===== config.mk =====
export PLATFORM = sky130hd
export DESIGN_NAME = parity_serial_rx
export DESIGN_NICKNAME = d
export VERILOG_FILES = /design/src/rtl/parity_serial_rx_pkg.sv /design/src/rtl/parity_accum.sv /design/src/rtl/parity_serial_rx.sv
export SDC_FILE = /design/constraint.sdc
export NUM_CORES = 1
export LEC_CHECK = 0
export ABC_AREA = 1
export CORE_AREA = 2 2 53 55
export CTS_CLUSTER_DIAMETER = 200
export DETAILED_ROUTE_END_ITERATION = 16
export DIE_AREA = 0 0 55 57
export DONT_BUFFER_PORTS = 1
export PLACE_DENSITY_LB_ADDON = 0.15
export SYNTH_ARGS = -nofsm -noshare
export SYNTH_HDL_FRONTEND = slang
export SYNTH_HIERARCHICAL = 1
export SYNTH_SLANG_ARGS = --single-unit

===== constraint.sdc =====
create_clock -name clk -period 1.15 [get_ports clk]
set_input_delay 0.23 -clock clk [delete_from_list [all_inputs] [get_ports clk]]
set_output_delay 0.23 -clock clk [all_outputs]
set_load 0.03 [all_outputs]

===== src/rtl/parity_serial_rx_pkg.sv =====
// Shared definitions for the XOR-parity serial receiver and its transmitter peer.
package parity_serial_rx_pkg;

    // Frame position tracked by the receive FSM.
    typedef enum logic [1:0] {
        IDLE   = 2'd0,
        DATA   = 2'd1,
        PARITY = 2'd2,
        STOP   = 2'd3
    } rx_state_e;

    // Line levels that delimit a frame.
    localparam logic START_BIT  = 1'b0;
    localparam logic STOP_BIT   = 1'b1;
    localparam logic IDLE_LEVEL = 1'b1;

endpackage


===== src/rtl/parity_accum.sv =====
// 1-bit running XOR accumulator with synchronous clear and enable.
// Kept standalone so the transmitter can reuse it for parity generation.
module parity_accum (
    input  logic clk,
    input  logic rst_n,
    input  logic clr_i,
    input  logic en_i,
    input  logic bit_i,
    output logic acc_o
);

    logic acc_q;

    // Clear wins over enable; otherwise fold each enabled bit into the XOR.
    always_ff @(posedge clk or negedge rst_n) begin
        if (!rst_n)     acc_q <= 1'b0;
        else if (clr_i) acc_q <= 1'b0;
        else if (en_i)  acc_q <= acc_q ^ bit_i;
    end

    assign acc_o = acc_q;

endmodule


===== src/rtl/parity_serial_rx.sv =====
// Deframes start / DATA_W data bits (LSB first) / parity / stop and reports
// the recovered word with parity and framing status. Advances only on bit_en.
module parity_serial_rx
    import parity_serial_rx_pkg::*;
#(
    parameter int DATA_W     = 8,
    parameter bit ODD_PARITY = 1'b0
) (
    input  logic              clk,
    input  logic              rst_n,
    input  logic              clr,
    input  logic              bit_en,
    input  logic              rx_bit,
    output logic [DATA_W-1:0] data_out,
    output logic              data_valid,
    output logic              parity_err,
    output logic              frame_err,
    output logic              busy
);

    localparam int                CNT_W    = $clog2(DATA_W) + 1;
    localparam logic [CNT_W-1:0] CNT_LAST = CNT_W'(DATA_W - 1);

    rx_state_e         state_q, state_d;
    logic [CNT_W-1:0]  cnt_q, cnt_d;
    logic [DATA_W-1:0] sr_q, sr_d;
    logic [DATA_W-1:0] data_q, data_d;
    logic              perr_q, perr_d;
    logic              dv_q, dv_d;
    logic              pe_q, pe_d;
    logic              fe_q, fe_d;
    logic              busy_q;
    logic              acc_clr, acc_en, acc;

    parity_accum u_accum (
        .clk   (clk),
        .rst_n (rst_n),
        .clr_i (acc_clr),
        .en_i  (acc_en),
        .bit_i (rx_bit),
        .acc_o (acc)
    );

    // Next-state and output decode; clr aborts the frame ahead of any strobe.
    always_comb begin
        state_d = state_q;
        cnt_d   = cnt_q;
        sr_d    = sr_q;
        perr_d  = perr_q;
        data_d  = data_q;
        pe_d    = pe_q;
        fe_d    = fe_q;
        dv_d    = 1'b0;
        acc_clr = 1'b0;
        acc_en  = 1'b0;
        if (clr) begin
            state_d = IDLE;
            cnt_d   = '0;
            acc_clr = 1'b1;
        end else if (bit_en) begin
            case (state_q)
                IDLE: begin
                    if (rx_bit == START_BIT) begin
                        state_d = DATA;
                        cnt_d   = '0;
                        acc_clr = 1'b1;
                    end
                end
                DATA: begin
                    // Right shift: the first (LSB) bit ends up at bit 0.
                    sr_d             = sr_q >> 1;
                    sr_d[DATA_W-1]   = rx_bit;
                    acc_en           = 1'b1;
                    cnt_d            = cnt_q + 1'b1;
                    if (cnt_q == CNT_LAST) state_d = PARITY;
                end
                PARITY: begin
                    perr_d  = acc ^ rx_bit ^ ODD_PARITY;
                    state_d = STOP;
                end
                STOP: begin
                    // Word is delivered even on a bad stop bit; frame_err flags it.
                    data_d  = sr_q;
                    pe_d    = perr_q;
                    fe_d    = (rx_bit != STOP_BIT);
                    dv_d    = 1'b1;
                    state_d = IDLE;
                end
                default: state_d = IDLE;
            endcase
        end
    end

    // State, datapath and registered outputs.
    always_ff @(posedge clk or negedge rst_n) begin
        if (!rst_n) begin
            state_q <= IDLE;
            cnt_q   <= '0;
            sr_q    <= '0;
            perr_q  <= 1'b0;
            data_q  <= '0;
            pe_q    <= 1'b0;
            fe_q    <= 1'b0;
            dv_q    <= 1'b0;
            busy_q  <= 1'b0;
        end else begin
            state_q <= state_d;
            cnt_q   <= cnt_d;
            sr_q    <= sr_d;
            perr_q  <= perr_d;
            data_q  <= data_d;
            pe_q    <= pe_d;
            fe_q    <= fe_d;
            dv_q    <= dv_d;
            busy_q  <= (state_d != IDLE);
        end
    end

    assign data_out   = data_q;
    assign data_valid = dv_q;
    assign parity_err = pe_q;
    assign frame_err  = fe_q;
    assign busy       = busy_q;

endmodule


==> run_results.csv <==
group,metric,value,unit
sta,clock.fmax,0.869,GHz
sta,period_needed,1.15,ns
final_layout,multi_input_area,559,sq um
hold_path,holdPathEnd,"cnt_q[2]",
floorplan,floorplan.initialDensity,0.512,
setup_path,path_depth,6,
synthesis,synthFlopType,"dfrtp_1",
outcome,violations,"setup timing",
global_routing,grt_pass1_wl,3.56,mm
hold_path,hold_start,"clr",
power,p_leak,0.754,nW
synthesis,yosys-top-cells-count,"nand2_1, dfrtp_1, o21ai_2",
placement,dpl_worst_slack,-0.0253,ns
setup_path,worst_setup_path_end_kind,"register",
final_layout,final_layout_size_suffix_gt1_frac,0.392,
clock_network,cts_tree,"built",
sta,setup_viol,1,
power,p_int,0.00154,W
power,power,0.00206,W
clock_network,cts_max_path_buffers,2,
floorplan,fp.dieArea,3140,sq um
routing,drc,0,
routing,drt-pass1-iter-count,4,
final_layout,seq_area,707,sq um
setup_path,crit_slowest_cell,"dfrtp_2",
sta,slew_violations,0,
routing,vias,906,
synthesis,avgSynthCellArea,9.43,sq um
setup_path,worstRegToRegCells,6,
placement,place.gp.congestion,0.875,
setup_path,cp_cell_sequence,"inv_2 -> nor2_4 -> nand2_4 -> buf_4 -> nand2_1 -> o21ai_2",
sta,worstMarginPinSlew,0.305,ns
setup_path,cpPeakStageDelay,0.46,ns
setup_path,required,1.38,ns
routing,detail_route.iter0.violations,12,
setup_path,crit_fanout,8,
sta,finalHoldViolCount,0,
power,p_comb_frac,0.157,
setup_path,regToRegEndpoint,"sr_q[2]",
setup_path,r2r_start,"state_q[0]",
outcome,outcome,"finished with violations",
clock_network,clockRootBuffer,"clkbuf_4",
routing,wire_per_inst,12.4,microns
placement,numPortBuffers,0,
final_layout,synthToLayoutAreaGrowth,17.5,%
setup_path,r2r_slack,-0.001,ns
global_routing,grt_max_degree,29,
synthesis,synthCells,142,
setup_path,worstPathArrival,1.39,ns
power,power_frac_clock,0.308,
clock_network,numCtsBuffers,3,
sta,rsz0062_at_grt,"true",
routing,viasPerCell,4.92,
synthesis,syn_nets,148,
power,power_frac_seq,0.535,
sta,fin_ws,-0.00108,ns
synthesis,ys_top_cells_by_area,"dfrtp_1, o21ai_2, nand2_1, inv_1, nand3_1",
synthesis,yosysMostFrequentCell,"nand2_1",
setup_path,crit_family,"flip-flops",
sta,timing.final.crit_share,1.00,
synthesis,yosys.area.top_type,"dfrtp_1",
setup_path,critPathLaunchType,"register",
synthesis,synth_top_area_frac,0.523,
run,cap_violations,0,
final_layout,final_area,1570,sq um
sta,slew-limit-headroom,0.797,
setup_path,setup.worst_path.class,"register to register",
power,power_switching,0.000520,W
power,power_density,1310,nW/um^2
global_routing,antenna_found_initial,0,
synthesis,ys_types,21,
floorplan,io_pins,17,
placement,postPlaceCellArea,1380,sq um
final_layout,fillCellCount,227,
synthesis,synth_area,1340,sq um
final_layout,final_nets,160,
hold_path,hold_path_class,"input port to register",
clock_network,worstSkewPairLatency,0.32,ns
clock_network,htreeDepth,1,
floorplan,die_height,57,microns
setup_path,crit_buf_inv,2,
floorplan,core_region_area,2620,sq um
synthesis,yosys_warnings,6,
global_routing,grt_use_total,0.153,
floorplan,rows,19,
sta,fin_worst_skew,0.00218,ns
routing,routed_wl,2.27,mm
synthesis,synth_seq_cells,28,
power,vdd_drop_max,0.856,mV
global_routing,grt_pass1_vias,831,
final_layout,antenna_cells,0,
floorplan,dieWidth,55,microns
clock_network,cts_sinks,28,
hold_path,hold_path_depth,3,
clock_network,path_clk_slew,0.15,ns
synthesis,synth-async-reset-ratio,1.00,
routing,ant_nets,0,
global_routing,overflow,0,
power,swShare,0.252,
placement,dpl.hpwl,1.52,mm
synthesis,seq_area_frac_synth,0.523,
synthesis,synth_edf_count,0,
## worst max-delay path by stage
stage	end	slack (ns)	from
6_report	sr_q[2]	-0.001	state_q[0]
2_1_floorplan	sr_q[5]	0.09	state_q[1]
3_3_place_gp	u_accum/acc_o	-0.005	state_q[1]
4_1_cts	busy	0.02	cnt_q[0]
5_1_grt	busy	-0.06	state_q[1]
3_5_place_dp	u_accum/acc_o	-0.03	state_q[1]
## placed cells by master (no fill, tap or decap)
cell type / instances
a21oi_1: 1
buf_12: 2
buf_4: 3
buf_6: 2
bufinv_16: 1
clkbuf_16: 1
clkbuf_4: 3
dfrtp_1: 23
dfrtp_2: 5
dlygate4sd3_1: 2
ha_2: 1
inv_1: 16
inv_2: 5
inv_4: 1
nand2_1: 35
nand2_2: 7
nand2_4: 3
nand3_1: 7
nand3_2: 1
nand3_4: 1
nand4_1: 1
nor2_1: 6
nor2_2: 4
nor2_4: 2
o21ai_1: 1
o21ai_2: 16
o21ai_4: 1
o31ai_4: 1
xnor2_1: 1
## power by group through the flow
stage                     clock network, W  registers (W)  logic, W
after floorplan                          0        0.00111  0.000201
after global placement                   0        0.00111  0.000250
after detailed placement                 0        0.00111  0.000260
after CTS                         0.000654        0.00109  0.000298
after global routing              0.000689        0.00111  0.000364
final                             0.000635        0.00110  0.000323
## per-stage QoR
step	hold slack (ns)	std cells	util	TNS (ns)
after floorplan	-0.0656	142	-	0
after global placement	-0.0650	174	0.529	-0.00503
after detailed placement	-0.0650	174	0.529	-0.0253
after CTS	0.0341	181	0.567	0
after global routing	0.0242	184	0.601	-0.245
final	0.0327	184	0.601	-0.00108
## cells by family (layout without fill, tap and decap cells)
logic type | Yosys count | in the layout | share of synthesized area
xor+xnor | 1 | 1 | 0.00654
simple gates | 67 | 67 | 0.247
compound gates | 20 | 20 | 0.124
fa+ha+maj | 1 | 1 | 0.00934
buf+inv | 25 | 36 | 0.0897
flops | 28 | 28 | 0.523
## worst min-delay path: stages
cell     delay, ns
nor2_2        0.02
nand2_2       0.05
nand2_1       0.04
## repair_timing
item	4_1_cts	5_1_grt
buffers inserted	0	2
resized for setup	3	15
pin swaps	0	3
gates cloned	0	1
endpoints found under the setup margin	1	8
hold endpoints to repair	29	0
hold buffers	3	0
## flip-flops by register name, summed over array words and instances, names as in the netlist, 2 cells and up
signal	count
data_out	8
sr_q	8
cnt_q	4
state_q	2
## per-layer routing
| layer | part of all wire | global-route usage | wire (microns) |
|---|---|---|---|
| met3 | 0.025 | 0.0262 | 57 |
| met4 | 0.0084 | 0.0557 | 19 |
| met2 | 0.52 | 0.243 | 1180 |
| met1 | 0.45 | 0.207 | 1020 |
| met5 | 0 | 0 | 0 |
## cell type report
cell class	count	area share
Clock buffer	3	0.0143
Timing Repair Buffer	10	0.0827
Tap cell	31	0.0247
Sequential cell	28	0.449
Clock inverter	1	0.0191
Inverter	22	0.0541
Multi-Input combinational cell	89	0.356
Power figures use the tool's default switching activity.
